[src/rtl/alu_op_sequencer.sv]
// Multi-cycle sequencer in front of the tri-stated ALU: takes a request, drives the ALU for
// SETTLE_CYCLES with output_enable high, captures result/flags, and returns a response.
module alu_op_sequencer #(
  parameter int DATA_W        = 8,
  parameter int SETTLE_CYCLES = 1
) (
  input  logic              clk,
  input  logic              reset,
  input  logic              req_valid,
  output logic              req_ready,
  input  logic [DATA_W-1:0] req_a,
  input  logic [DATA_W-1:0] req_b,
  input  logic [3:0]        req_func,
  input  logic              req_update_flags,
  output logic [DATA_W-1:0] alu_operand_a,
  output logic [DATA_W-1:0] alu_operand_b,
  output logic [3:0]        alu_func,
  output logic              alu_output_enable,
  input  logic [DATA_W-1:0] alu_result,
  input  logic              alu_zero_flag,
  input  logic              alu_positive_flag,
  input  logic              alu_carry_flag,
  input  logic              alu_signed_overflow,
  output logic              rsp_valid,
  input  logic              rsp_ready,
  output logic [DATA_W-1:0] rsp_result,
  output logic              rsp_err,
  output logic [3:0]        flags_q,
  output logic              busy
);

  localparam logic [1:0] STATE_IDLE  = 2'd0;
  localparam logic [1:0] STATE_DRIVE = 2'd1;
  localparam logic [1:0] STATE_RESP  = 2'd2;

  localparam logic [3:0] FUNC_ADD = 4'd0;
  localparam logic [3:0] FUNC_SUB = 4'd1;
  localparam logic [3:0] FUNC_INV = 4'd5;

  localparam logic [3:0] CNT_INIT = 4'(SETTLE_CYCLES - 1);

  logic [1:0]        state_q, state_d;
  logic [3:0]        cnt_q, cnt_d;
  logic [DATA_W-1:0] a_q, a_d;
  logic [DATA_W-1:0] b_q, b_d;
  logic [3:0]        func_q, func_d;
  logic              upd_q, upd_d;
  logic              oe_q, oe_d;
  logic [DATA_W-1:0] result_q, result_d;
  logic              err_q, err_d;
  logic [3:0]        flags_d;
  logic              accept;
  logic              func_legal;
  logic              func_arith;

  assign func_legal = (req_func <= FUNC_INV);
  assign func_arith = (func_q == FUNC_ADD) || (func_q == FUNC_SUB);

  always_comb begin
    req_ready = !reset && ((state_q == STATE_IDLE) ||
                           ((state_q == STATE_RESP) && rsp_ready));
    accept    = req_valid && req_ready;

    state_d  = state_q;
    cnt_d    = cnt_q;
    a_d      = a_q;
    b_d      = b_q;
    func_d   = func_q;
    upd_d    = upd_q;
    oe_d     = oe_q;
    result_d = result_q;
    err_d    = err_q;
    flags_d  = flags_q;

    case (state_q)
      STATE_DRIVE: begin
        if (cnt_q == 4'd0) begin
          result_d = alu_result;
          err_d    = 1'b0;
          oe_d     = 1'b0;
          state_d  = STATE_RESP;
          if (upd_q) begin
            // Logic ops produce no meaningful carry/overflow, so those bits are cleared.
            flags_d = func_arith ?
                      {alu_zero_flag, alu_positive_flag, alu_carry_flag, alu_signed_overflow} :
                      {alu_zero_flag, alu_positive_flag, 2'b00};
          end
        end else begin
          cnt_d = cnt_q - 4'd1;
        end
      end
      STATE_RESP: begin
        if (rsp_ready) begin
          state_d = STATE_IDLE;
        end
      end
      default: ;
    endcase

    // A new request can arrive from IDLE or in the same edge a response is consumed.
    if (accept) begin
      a_d    = req_a;
      b_d    = req_b;
      func_d = req_func;
      upd_d  = req_update_flags;
      if (func_legal) begin
        state_d = STATE_DRIVE;
        cnt_d   = CNT_INIT;
        oe_d    = 1'b1;
      end else begin
        state_d  = STATE_RESP;
        oe_d     = 1'b0;
        result_d = '0;
        err_d    = 1'b1;
      end
    end
  end

  always_ff @(posedge clk or posedge reset) begin
    if (reset) begin
      state_q  <= STATE_IDLE;
      cnt_q    <= 4'd0;
      a_q      <= '0;
      b_q      <= '0;
      func_q   <= FUNC_ADD;
      upd_q    <= 1'b0;
      oe_q     <= 1'b0;
      result_q <= '0;
      err_q    <= 1'b0;
      flags_q  <= 4'd0;
    end else begin
      state_q  <= state_d;
      cnt_q    <= cnt_d;
      a_q      <= a_d;
      b_q      <= b_d;
      func_q   <= func_d;
      upd_q    <= upd_d;
      oe_q     <= oe_d;
      result_q <= result_d;
      err_q    <= err_d;
      flags_q  <= flags_d;
    end
  end

  assign alu_operand_a     = a_q;
  assign alu_operand_b     = b_q;
  assign alu_func          = func_q;
  assign alu_output_enable = oe_q;
  assign rsp_valid         = (state_q == STATE_RESP);
  assign rsp_result        = result_q;
  assign rsp_err           = err_q;
  assign busy              = (state_q != STATE_IDLE);

endmodule

[config.mk]
export PLATFORM = sky130hd
export DESIGN_NAME = alu_op_sequencer
export DESIGN_NICKNAME = d
export VERILOG_FILES = /design/src/rtl/alu_op_sequencer.sv
export SDC_FILE = /design/constraint.sdc
export NUM_CORES = 1
export LEC_CHECK = 0
export BUFFER_PORTS_ARGS = -buffer_cell sky130_fd_sc_hd__buf_2
export CAP_MARGIN = 20
export CORE_MARGIN = 8
export CORE_UTILIZATION = 41
export DETAILED_ROUTE_END_ITERATION = 12
export GPL_TIMING_DRIVEN = 0
export PLACE_DENSITY = 0.69
export SLEW_MARGIN = 20
export SYNTH_ARGS = -nofsm -noshare
export SYNTH_HDL_FRONTEND = slang
export SYNTH_SLANG_ARGS = --single-unit
[constraint.sdc]
create_clock -name clk -period 4.4 [get_ports clk]
set_input_delay 0.44 -clock clk [delete_from_list [all_inputs] [get_ports clk]]
set_output_delay 0.44 -clock clk [all_outputs]
set_load 0.005 [all_outputs]
# Yosys cells after proc, flatten, opt, wreduce, memory -nomap -nowiden
# Cells that the tools add are included.
# totals
regBits,41
latch_bits,0
mem_bits_rw,0
mem_bits_ro,0
input_bits,37
out_inout_bits,37
elab_cells,55
n_memories,0
# classes
n_addsub,1
mul,0
div_mod_pow,0
order_cmp,1
eq_ne,5
n_shift,0
mux,22
n_bitwise,0
n_reduce_logical,16
# ops
operator,n
$mux 8,4
$mux 4,4
$mux 2,5
$logic_not 4->1,2
$mux 1,8
$reduce_and 3->1,2
$reduce_bool 2->1,3
$eq 4x1->1 const B,1
$le 4x3->1 const B,1
$pmux 2 s2,1
$sub 4x1->4 const B,1
$logic_and 1x1->1,3
$ne 3x1->1 const B,1
$ne 3x3->1 const B,1
$reduce_bool 3->1,1
$eq 2x1->1 const B,1
$eq 2x2->1 const B,1
$logic_not 2->1,1
$logic_or 1x1->1,2
$reduce_and 2->1,1
$logic_not 1->1,1

# Logic depth before layout (Yosys ltp)
# Gate-level depths: netlist of run 1.
# depth
depth_word,7
mapped_depth,6
mapped_depth_nobuf,5

# Worst setup path after synthesis of run 1
# No wires, ideal clock.
# synth_path
kind,reg2reg
startpoint,reg cnt_q[0]
endpoint,reg result_q[0] (netlist: rsp_result[0])
setup_time_ns,0.135
t_arrival_ns,1.333
path_slack_ns,2.932
path_stages_with_launch,7
n_path_buf,1
path_cell_list,dfrtp_1 -> inv_1 -> ha_1 -> or3b_1 -> buf_2 -> o21ai_0 -> a21oi_1
# synth_between
elab_chain_cells,5
# synth_rtl
item,line_no,source
"start, declared",43,"logic [3:0] cnt_q, cnt_d;"
"start signal, assigned",133,cnt_q <= cnt_d;
$logic_not 4->1 *,77,if (cnt_q == 4'd0) begin
$mux 8 *,77,
$mux 8 *,75,case (state_q)
$mux 8,106,if (func_legal) begin
$mux 8 *,101,if (accept) begin
named net result_d[0],49,"logic [DATA_W-1:0] result_q, result_d;"
"end signal, assigned",139,result_q <= result_d;
"end, declared",49,
# Mark *: on every way through the listed nets, which the timed path passes. The rest lies on a longest branch.
# A chain may end at the register's enable or synchronous reset.

# Worst setup path in the final report of run 1
# Same ends and word-level chain as after synthesis.

==> flow_summary.toml, run 1 <==
[cells_and_area]
area_growth_pct = 30.9
nets = 261
ff_latch_area_um2 = 1030
layout_commonest_cell = "buf_2"
final_cell_area_um2 = 2280
multiInputGateArea_um2 = 654
layout-drive-gt1-share_pct = 50.9
final_cell_mix = "78 x buf_2, 41 x dfrtp_1, 21 x mux2_2"
nFillCells = 364
diodes = 0

[clock_network]
ctsResizeCount = 0
clk_pin_slew_ns = 0.08
cts.path.max_buffers = 2
post_cts_buffers = 0
cts_sinks = 41
clock_latency_ns = 0.29
hold_buffers = 0
numCtsBuffers = 5
cts_tree = "yes"
cts.htree.levels = 2
clock-root-buffer = "clkbuf_8"

[setup_path]
worstPathBufferInverterCount = 2
cp_max_fo = 10
crit_type = "register to register"
cp-start-kind = "register"
cpPeakStageDelay_ns = 0.40
required_ns = 4.55
cp_top_family = "simple AND/OR/NAND/NOR gates"
worstSetupEndpointType = "register"
crit_arrival_ns = 1.80
slowest_stage = "or3b_1"
crit_chain = "inv_1, ha_1, or3b_1, buf_2, o21ai_0, a21oi_1"

[logic_synthesis]
yosysSeqAreaShare_pct = 59.0
synth_xor_area_share_pct = 0
synth.distinct_cells = 31
syn_area_per_cell_um2 = 12.2
synth_top_family_by_area = "multiplexers"
yosysWarnings = 0
synth-simple-area-share_pct = 11.6
synth_mux_area_share_pct = 16.0
yosys_register_bits = 41
synth_compound_area_share_pct = 9.28
syn_nets = 180
syn-instance-count = 142
synthAdderAreaFrac_pct = 0.719
netlist_area_um2 = 1740

[job]
drv_cap = 0

[routing]
routed_via_density = 4.94
firstDrtPassIters = 4
drc = 0
wl_per_cell_um = 15.6
wl_met3_um = 405
drt_wl_total_um = 4260
drtIter0Drc = 53
wl_met1_um = 1710
vias = 1354
top_layer = "met4"
ant_nets = 0
dr_wl_met2_um = 2110

[floorplan]
die-area_um2 = 6580
die_w_um = 81.1
io_pins = 74
initial_core_util_pct = 43.2
num_rows = 23
die_y_um = 81.1
design.core.area_um2 = 4030

[pwr]
leakagePower_uw = 0.00114
vdd_drop_max_mv = 0.342
power_density_nw_per_um2 = 640

[grt]
grt_pass1_wl_um = 6870
grt_pass1_vias = 1464
overflow = 0
grt_max_degree = 24
grtUsageTotal_pct = 13.5
antenna_found_initial = 0

[timing]
hold_violations = 0
fin_setup_tns_ns = 0
max_freq_ghz = 0.607
tightest_slew_ns = 0.522
rsz0062_at_grt = "false"
timing.slew.headroom_pct = 65.1
fin_skew_ns = 0.00717
finalCriticalPeriod_ns = 1.65
period_share_pct = 37.5
slew_violations = 0
setup_viol = 0

[run_status]
status = "finished clean"

[placement]
portBuffers = 73
placed_area_um2 = 2190
gp_congestion = 0.777
dpl.hpwl_um = 3270

[min_path]
min_path_type = "input port to async pin"
## Yosys cell counts, drive strengths merged
library cell  number  area (µm²)
or2                1        6.26
a21oi             14        70.1
a31o               1        8.76
dfrtp             41        1030
or3b               1        8.76
clkbuf             3        11.3
nor2               1        6.26
buf                5        25.0
nand4b             1        8.76
nand2              3        11.3
or4                1        7.51
and4b              1        10.0
or3                1        6.26
inv                6        22.5
o22ai              1        6.26
and4               1        8.76
o21ai             12        60.1
nand2b             3        18.8
ha                 1        12.5
and2b              1        7.51
mux2i              2        20.0
mux2              23         259
nor3b              1        12.5
and2               1        6.26
nand3             11        65.1
a311oi             1        8.76
nor3               1        5.00
nor2b              2        12.5
a21o               1        7.51
## kinds of logic (layout without fill, tap and decap cells)
group	count (synthesis)	count (layout)
AO/OA/AOI/OAI	30	30
adder cells (fa/ha/maj)	1	1
buffers and inverters	14	96
flip-flops	41	41
multiplexers	25	25
AND/OR/NAND/NOR	31	31
## sequential cells by signal, indices dropped and copies added, names as in the netlist
register / flops
rsp_err: 1
state_q: 2
alu_operand_b: 8
upd_q: 1
rsp_result: 8
flags_q: 4
cnt_q: 4
alu_output_enable: 1
alu_operand_a: 8
alu_func: 4
## metal layers
layer	vias to the layer above	track usage, %
met4	0	4.29
met2	41	22.3
met3	4	6.62
li1	661	-
met5	-	0
met1	648	15.0
## power breakdown
part,switching [µW],leakage [µW],total [µW],internal (µW)
clock,125,0.0000450,235,110
combinational,274,0.000588,573,299
sequential,101,0.000505,650,549
## stage by stage
stage / cells / hold WS [ns] / power (µW) / util [%] / setup WS [ns]
after floorplan: 142 / 0.474 / 975 / - / 2.93
after global placement: 265 / 0.456 / 1220 / 53.8 / 2.42
after detailed placement: 266 / 0.469 / 1240 / 54.5 / 2.76
after CTS: 274 / 0.200 / 1490 / 56.5 / 2.74
after global routing: 274 / 0.230 / 1570 / 56.5 / 2.62
final: 274 / 0.192 / 1460 / 56.5 / 2.75
## final timing paths
kind | to | cells past startpoint | slack (ns) | start
max | rsp_result[0] | 6 | 2.75 | cnt_q[0]
min in group clk | flags_q[2] | 2 | 0.36 | alu_positive_flag
min reg2reg | rsp_err | 1 | 0.48 | rsp_err
max in group asynchronous | state_q[1] | 3 | 3.74 | reset
min | flags_q[2] | 2 | 0.19 | reset
max reg2reg | rsp_result[0] | 6 | 2.75 | cnt_q[0]
## cell type report
type / instances / area share (%)
clock inverters: 2 / 0.440
plain buffers: 8 / 1.59
inverters: 6 / 0.989
well taps: 50 / 2.75
flip-flops and latches: 41 / 45.1
multi-input cells: 87 / 28.7
repair buffers: 74 / 17.3
clock buffers: 6 / 3.19
Note: power is estimated with default switching activity, not from simulation.
==> run 2: changes to the inputs <==
--- a/config.mk
+++ b/config.mk
@@ -5,13 +5,14 @@
 export SDC_FILE = /design/constraint.sdc
 export NUM_CORES = 1
 export LEC_CHECK = 0
+export ABC_AREA = 1
 export BUFFER_PORTS_ARGS = -buffer_cell sky130_fd_sc_hd__buf_2
 export CAP_MARGIN = 20
 export CORE_MARGIN = 8
 export CORE_UTILIZATION = 41
 export DETAILED_ROUTE_END_ITERATION = 12
 export GPL_TIMING_DRIVEN = 0
-export PLACE_DENSITY = 0.69
+export PLACE_DENSITY = 0.71
 export SLEW_MARGIN = 20
 export SYNTH_ARGS = -nofsm -noshare
 export SYNTH_HDL_FRONTEND = slang
==> constraint.sdc (replaced) <==
create_clock -name clk -period 1.5 [get_ports clk]
set_input_delay 0.15 -clock clk [delete_from_list [all_inputs] [get_ports clk]]
set_output_delay 0.15 -clock clk [all_outputs]
set_load 0.005 [all_outputs]
==> run 2 against run 1 <==
Net effect: via count up 24%; flip-flop and latch count unchanged; clock power rose to 3.6 times the previous value; sequential share of layout area down 3.1 points; first-iteration DRC count up 42%; maximum frequency up 18%; synthesized area up 6.8%; critical path type unchanged; setup slack worse by 2.7 ns; non-clock buffer count up 1; cell count up 32%; synthesized cell count up 59%.
==> flow_summary.toml, run 2 <==
[setup_path]
crit_path_frequent_cell = "nor2_1"
cp_max_fo = 6
crit_path_end = "rsp_result[7]"
cp-start-kind = "register"
r2r_cells = 7
slowest_stage = "dfrtp_1"
crit_type = "register to register"
crit_arrival_ns = 1.62
timing.rr.start = "cnt_q[0]"
reg2reg_to = "rsp_result[7]"
cpPeakStageDelay_ns = 0.38
required_ns = 1.72
cp.depth = 7
worstSetupEndpointType = "register"
crit_chain = "inv_1, ha_2, nand2_2, nor2_4, buf_4, nor2_1, nor2_1"
r2r_setup_slack_ns = 0.1
crit_start = "cnt_q[0]"
worstPathBufferInverterCount = 2
cp_top_family = "simple AND/OR/NAND/NOR gates"

[logic_synthesis]
synth-edff-count = 0
synthArstFlopShare_pct = 100
yosys_register_bits = 41
syn_area_per_cell_um2 = 8.22
netlist_area_um2 = 1860
synthTopCellsByArea = "dfrtp_1 55%, nand2_1 20%, nor2_1 4.9%"
synth_flop_cell = "dfrtp_1"
synthTopCellsByCount = "97 x nand2_1, 41 x dfrtp_1, 24 x nor2_1"
synth_top_area_share_pct = 55.3
yosysMostFrequentCell = "nand2_1"
syn-instance-count = 226
synth.distinct_cells = 22
yosysSeqAreaShare_pct = 55.3
syn_nets = 264
yosysWarnings = 0
synth_top_cell_by_area = "dfrtp_1"

[floorplan]
die-area_um2 = 6940
initial_core_util_pct = 42.6
die_y_um = 83.3
design.core.area_um2 = 4350
die_w_um = 83.3
num_rows = 24
io_pins = 74

[timing]
finalCriticalPeriod_ns = 1.40
timing.final.ws_setup_ns = 0.0979
whs_ns = 0.0483
max_freq_ghz = 0.713
hold_violations = 0
rsz0062_at_grt = "false"
setup_viol = 0
fin_skew_ns = 0.00542
slew_violations = 0
period_share_pct = 93.5
tightest_slew_ns = 0.435
timing.slew.headroom_pct = 70.9

[cells_and_area]
final_cell_mix = "97 x nand2_1, 75 x buf_2, 41 x dfrtp_1"
area_growth_pct = 31.8
stdcell_count = 362
nets = 348
layout_commonest_cell = "nand2_1"
diodes = 0
layout-drive-gt1-share_pct = 32.9

[placement]
dp_slack_ns = -0.00372
gp_congestion = 0.738
portBuffers = 73
dp_cells = 352
dpl.hpwl_um = 3490

[clock_network]
clock-root-buffer = "clkbuf_8"
numCtsBuffers = 5
clk_pin_slew_ns = 0.08
cts_tree = "yes"
cts.htree.levels = 2
cts_sinks = 41
cts.path.max_buffers = 2
clock_latency_ns = 0.29

[pwr]
power.total_uw = 4750
vdd_drop_max_mv = 0.909
leakagePower_uw = 0.00144
power_density_nw_per_um2 = 1940

[routing]
drt_wl_total_um = 4470
vias = 1673
ant_nets = 0
routed_via_density = 4.62
drtIter0Drc = 75
drc = 0
firstDrtPassIters = 4
wl_per_cell_um = 12.4

[grt]
grt_max_degree = 24
antenna_found_initial = 0
grt_pass1_vias = 1743
grtUsageTotal_pct = 13.2
grt_pass1_wl_um = 7800
overflow = 0

[min_path]
min_path_type = "input port to register"
worst_hold_startpoint = "req_b[3]"

[job]
drv_cap = 0

[run_status]
status = "finished clean"
[run 2: cell types whose count changed in the layout (fill, tap and decap cells not counted), sizes merged, moves of 3 or more]
cell,change
a21oi,-12
clkbuf,-3
inv,+18
mux2,-23
nand2,+96
nand2b,-3
nand4,+10
nor2,+28
o21ai,-8
[run 2: cell type report]
| cell class | instances | area [µm²] |
|---|---|---|
| fillers | 397 | 1910 |
| flip-flops and latches | 41 | 1030 |
| multi-input cells | 155 | 703 |
| repair buffers | 77 | 418 |
| inverters | 24 | 90.1 |
| clock buffers | 5 | 68.8 |
| well taps | 52 | 65.1 |
| plain buffers | 6 | 41.3 |
| clock inverters | 2 | 35.0 |
[run 2: layer usage]
layer	routed length, µm	global-route usage, %	vias to the layer above
met2	2070	21.3	63
met3	391	5.76	5
met5	0	0	-
met1	1980	15.6	749
met4	30	3.35	0
li1	-	-	856
[run 2: power breakdown]
part           total [µW]  leakage [µW]  switching, µW  internal [µW]
Sequential           1990      0.000508            349           1640
Combinational        1920      0.000875           1070            853
Clock                 840     0.0000540            357            483
[run 2: worst min-delay path by stage]
stage | end | cells after the start
after floorplan | alu_func[0] | 2
after global placement | alu_operand_b[1] | 3
after detailed placement | alu_operand_b[7] | 2
after CTS | alu_operand_b[3] | 3
after global routing | alu_operand_b[1] | 3
final | alu_operand_b[3] | 3
[run 2: kinds of logic (layout without fill, tap and decap cells)]
| family | Yosys count | count (layout) | synth area share (%) |
|---|---|---|---|
| buf+inv | 30 | 114 | 7.01 |
| simple gates | 148 | 148 | 35.4 |
| flops | 41 | 41 | 55.3 |
| fa+ha+maj | 1 | 1 | 0.674 |
| compound gates | 6 | 6 | 1.62 |
[run 2: repair_timing]
action | in CTS | in global routing
gates cloned | 0 | 0
hold endpoints to repair | 18 | 0
pin swaps | 0 | 2
hold buffers | 1 | 0
endpoints found under the setup margin | 6 | 12
buffers inserted | 0 | 2
resized for setup | 1 | 1
[run 2: tightest hold or removal path, delay by kind of cell]
family / cells / cell delay (ns)
and+or+nand+nor: 2 / 0.08
buffers and inverters: 1 / 0.07
[run 2: through the flow]
step / TNS, ns / area, µm² / utilization [%]
finish: 0 / 2450 / 56.2
floorplan: 0 / 1860 / -
CTS: 0 / 2430 / 55.8
detailed placement: -0.00372 / 2310 / 53.2
global route: 0 / 2450 / 56.2
global placement: -6.96 / 2290 / 52.5
==> run 3: changes to the inputs <==
--- a/config.mk
+++ b/config.mk
@@ -13,7 +13,6 @@
 export DETAILED_ROUTE_END_ITERATION = 12
 export GPL_TIMING_DRIVEN = 0
 export PLACE_DENSITY = 0.71
-export SLEW_MARGIN = 20
 export SYNTH_ARGS = -nofsm -noshare
 export SYNTH_HDL_FRONTEND = slang
 export SYNTH_SLANG_ARGS = --single-unit
==> constraint.sdc (replaced) <==
create_clock -name clk -period 1.15 [get_ports clk]
set_input_delay 0.115 -clock clk [delete_from_list [all_inputs] [get_ports clk]]
set_output_delay 0.115 -clock clk [all_outputs]
set_load 0.005 [all_outputs]
==> run 3 against run 2 <==
Net effect: the run now ends with negative setup slack left; non-clock buffer count increased by 19; count of clock-buffer cells in the layout rose by 1; critical path depth unchanged; cell area up 11%; largest power group is now combinational cells; clock skew grew 0.0011 ns; combinational power increased by 68%; critical path type unchanged; power up 49%; clock power increased by 44%; hold slack got worse by 0.036 ns; flip-flop and latch count unchanged; sequential power grew 31%; global-route usage up 1.4 points.
==> flow_summary.toml, run 3 (synthesis gave the netlist of run 2 again) <==
[run_status]
status = "finished, violations left"
violations = "negative setup slack"

[placement]
dpl.hpwl_um = 3400
placed_area_um2 = 2310
gp_congestion = 0.741
dp_slack_ns = -0.221
portBuffers = 73

[setup_path]
crit_type = "register to register"
r2r_setup_slack_ns = -0.13
cp_max_fo = 6
cp-start-kind = "register"
required_ns = 1.33
worstSetupEndpointType = "register"
crit_arrival_ns = 1.46

[grt]
grt-busiest-layer = "met2"
overflow = 0
antenna_found_initial = 0
grtUsageMet1_pct = 17.3
grtUsageMet2_pct = 23.3
grt_pass1_wl_um = 8510
gr-usage-met3_pct = 6.84
grtUsageTotal_pct = 14.6
grt_pass1_vias = 1874
grt_max_degree = 42

[clock_network]
clock-root-buffer = "clkbuf_8"
cts_tree = "yes"
cts_sinks = 41
numCtsBuffers = 5
clk_pin_slew_ns = 0.08
cts.path.max_buffers = 2
clock_latency_ns = 0.29
cts.htree.levels = 2

[timing]
setup_viol = 42
timing.slew.headroom_pct = 43.5
max_freq_ghz = 0.781
rsz0062_at_grt = "true"
tightest_slew_ns = 0.847
hold_violations = 0
finalCriticalPeriod_ns = 1.28
timing.final.ws_setup_ns = -0.130
fin_skew_ns = 0.00656
period_share_pct = 111
slew_violations = 0

[routing]
wl_per_cell_um = 12.7
drtIter0Drc = 63
drc = 0
vias = 1736
routed_via_density = 4.54
drt_wl_total_um = 4870
firstDrtPassIters = 4
ant_nets = 0

[cells_and_area]
area_growth_pct = 46.7
layout-drive-gt1-share_pct = 41.5
final_cell_area_um2 = 2720
layout_commonest_cell = "nand2_1"
nets = 367
final_cell_mix = "91 x nand2_1, 74 x buf_2, 39 x dfrtp_1"
diodes = 0

[floorplan]
design.core.area_um2 = 4350
io_pins = 74
num_rows = 24
die-area_um2 = 6940
die_y_um = 83.3
die_w_um = 83.3
initial_core_util_pct = 42.6

[pwr]
power_density_nw_per_um2 = 2590
leakagePower_uw = 0.00156
vdd_drop_max_mv = 1.56

[min_path]
min_path_type = "input port to register"

[job]
drv_cap = 0
## run 3: through the flow
step                std cells  setup TNS, ns  hold WS (ns)  power (µW)  utilization, %
floorplan                 226         -0.180         0.225        4150               -
global placement          351         -25.93         0.309        5130            53.0
detailed placement        351          -6.51         0.312        5230            53.0
CTS                       378          -1.79       0.00105        6980            61.2
global route              382          -6.51        0.0121        7680            62.6
finish                    382          -2.61        0.0122        7050            62.6
## run 3: power by group
group | internal, µW | total (µW) | switching (µW)
registers | 2140 | 2610 | 472
logic | 1620 | 3230 | 1610
clock network | 706 | 1210 | 502
total | 4470 | 7050 | 2580
## run 3: path summary, 6_finish.rpt
| path | startpoint | endpoint | cells past startpoint |
|---|---|---|---|
| max in group asynchronous | reset | state_q[0] | 2 |
| max reg2reg | state_q[1] | rsp_result[3] | 7 |
| min | req_b[0] | alu_operand_b[0] | 3 |
| min in group asynchronous | reset | cnt_q[0] | 2 |
| min reg2reg | alu_operand_b[6] | alu_operand_b[6] | 2 |
| max | state_q[1] | rsp_result[3] | 7 |
## run 3: per-layer routing
metal | wire, µm | vias up
met5 | 0 | -
met4 | 49 | 0
met3 | 452 | 5
met2 | 2230 | 63
met1 | 2140 | 769
li1 | - | 899
## run 3: area by class of cell
| cell class | count | area [µm²] |
|---|---|---|
| well taps | 52 | 65.1 |
| multi-input cells | 155 | 762 |
| inverters | 24 | 95.1 |
| clock buffers | 6 | 82.6 |
| flip-flops and latches | 41 | 1030 |
| fillers | 368 | 1630 |
| repair buffers | 96 | 579 |
| clock inverters | 2 | 37.5 |
| plain buffers | 6 | 73.8 |
## run 3: worst max-delay path, cell delays in order, from the launching register on
cell and delay [ns]:
dfrtp_1 0.42, buf_6 0.13, nor2_4 0.18, buf_4 0.15, buf_6 0.10, nand4_1 0.07
nand2_1 0.07, nor2_1 0.04
## run 3: timing repair
action | 4_1_cts | 5_1_grt
gates cloned | 3 | 0
endpoints found under the setup margin | 43 | 43
hold buffers | 2 | 0
gates resized for setup | 26 | 10
endpoints found under the hold margin | 2 | 0
pin swaps | 18 | 6
buffers inserted | 14 | 4
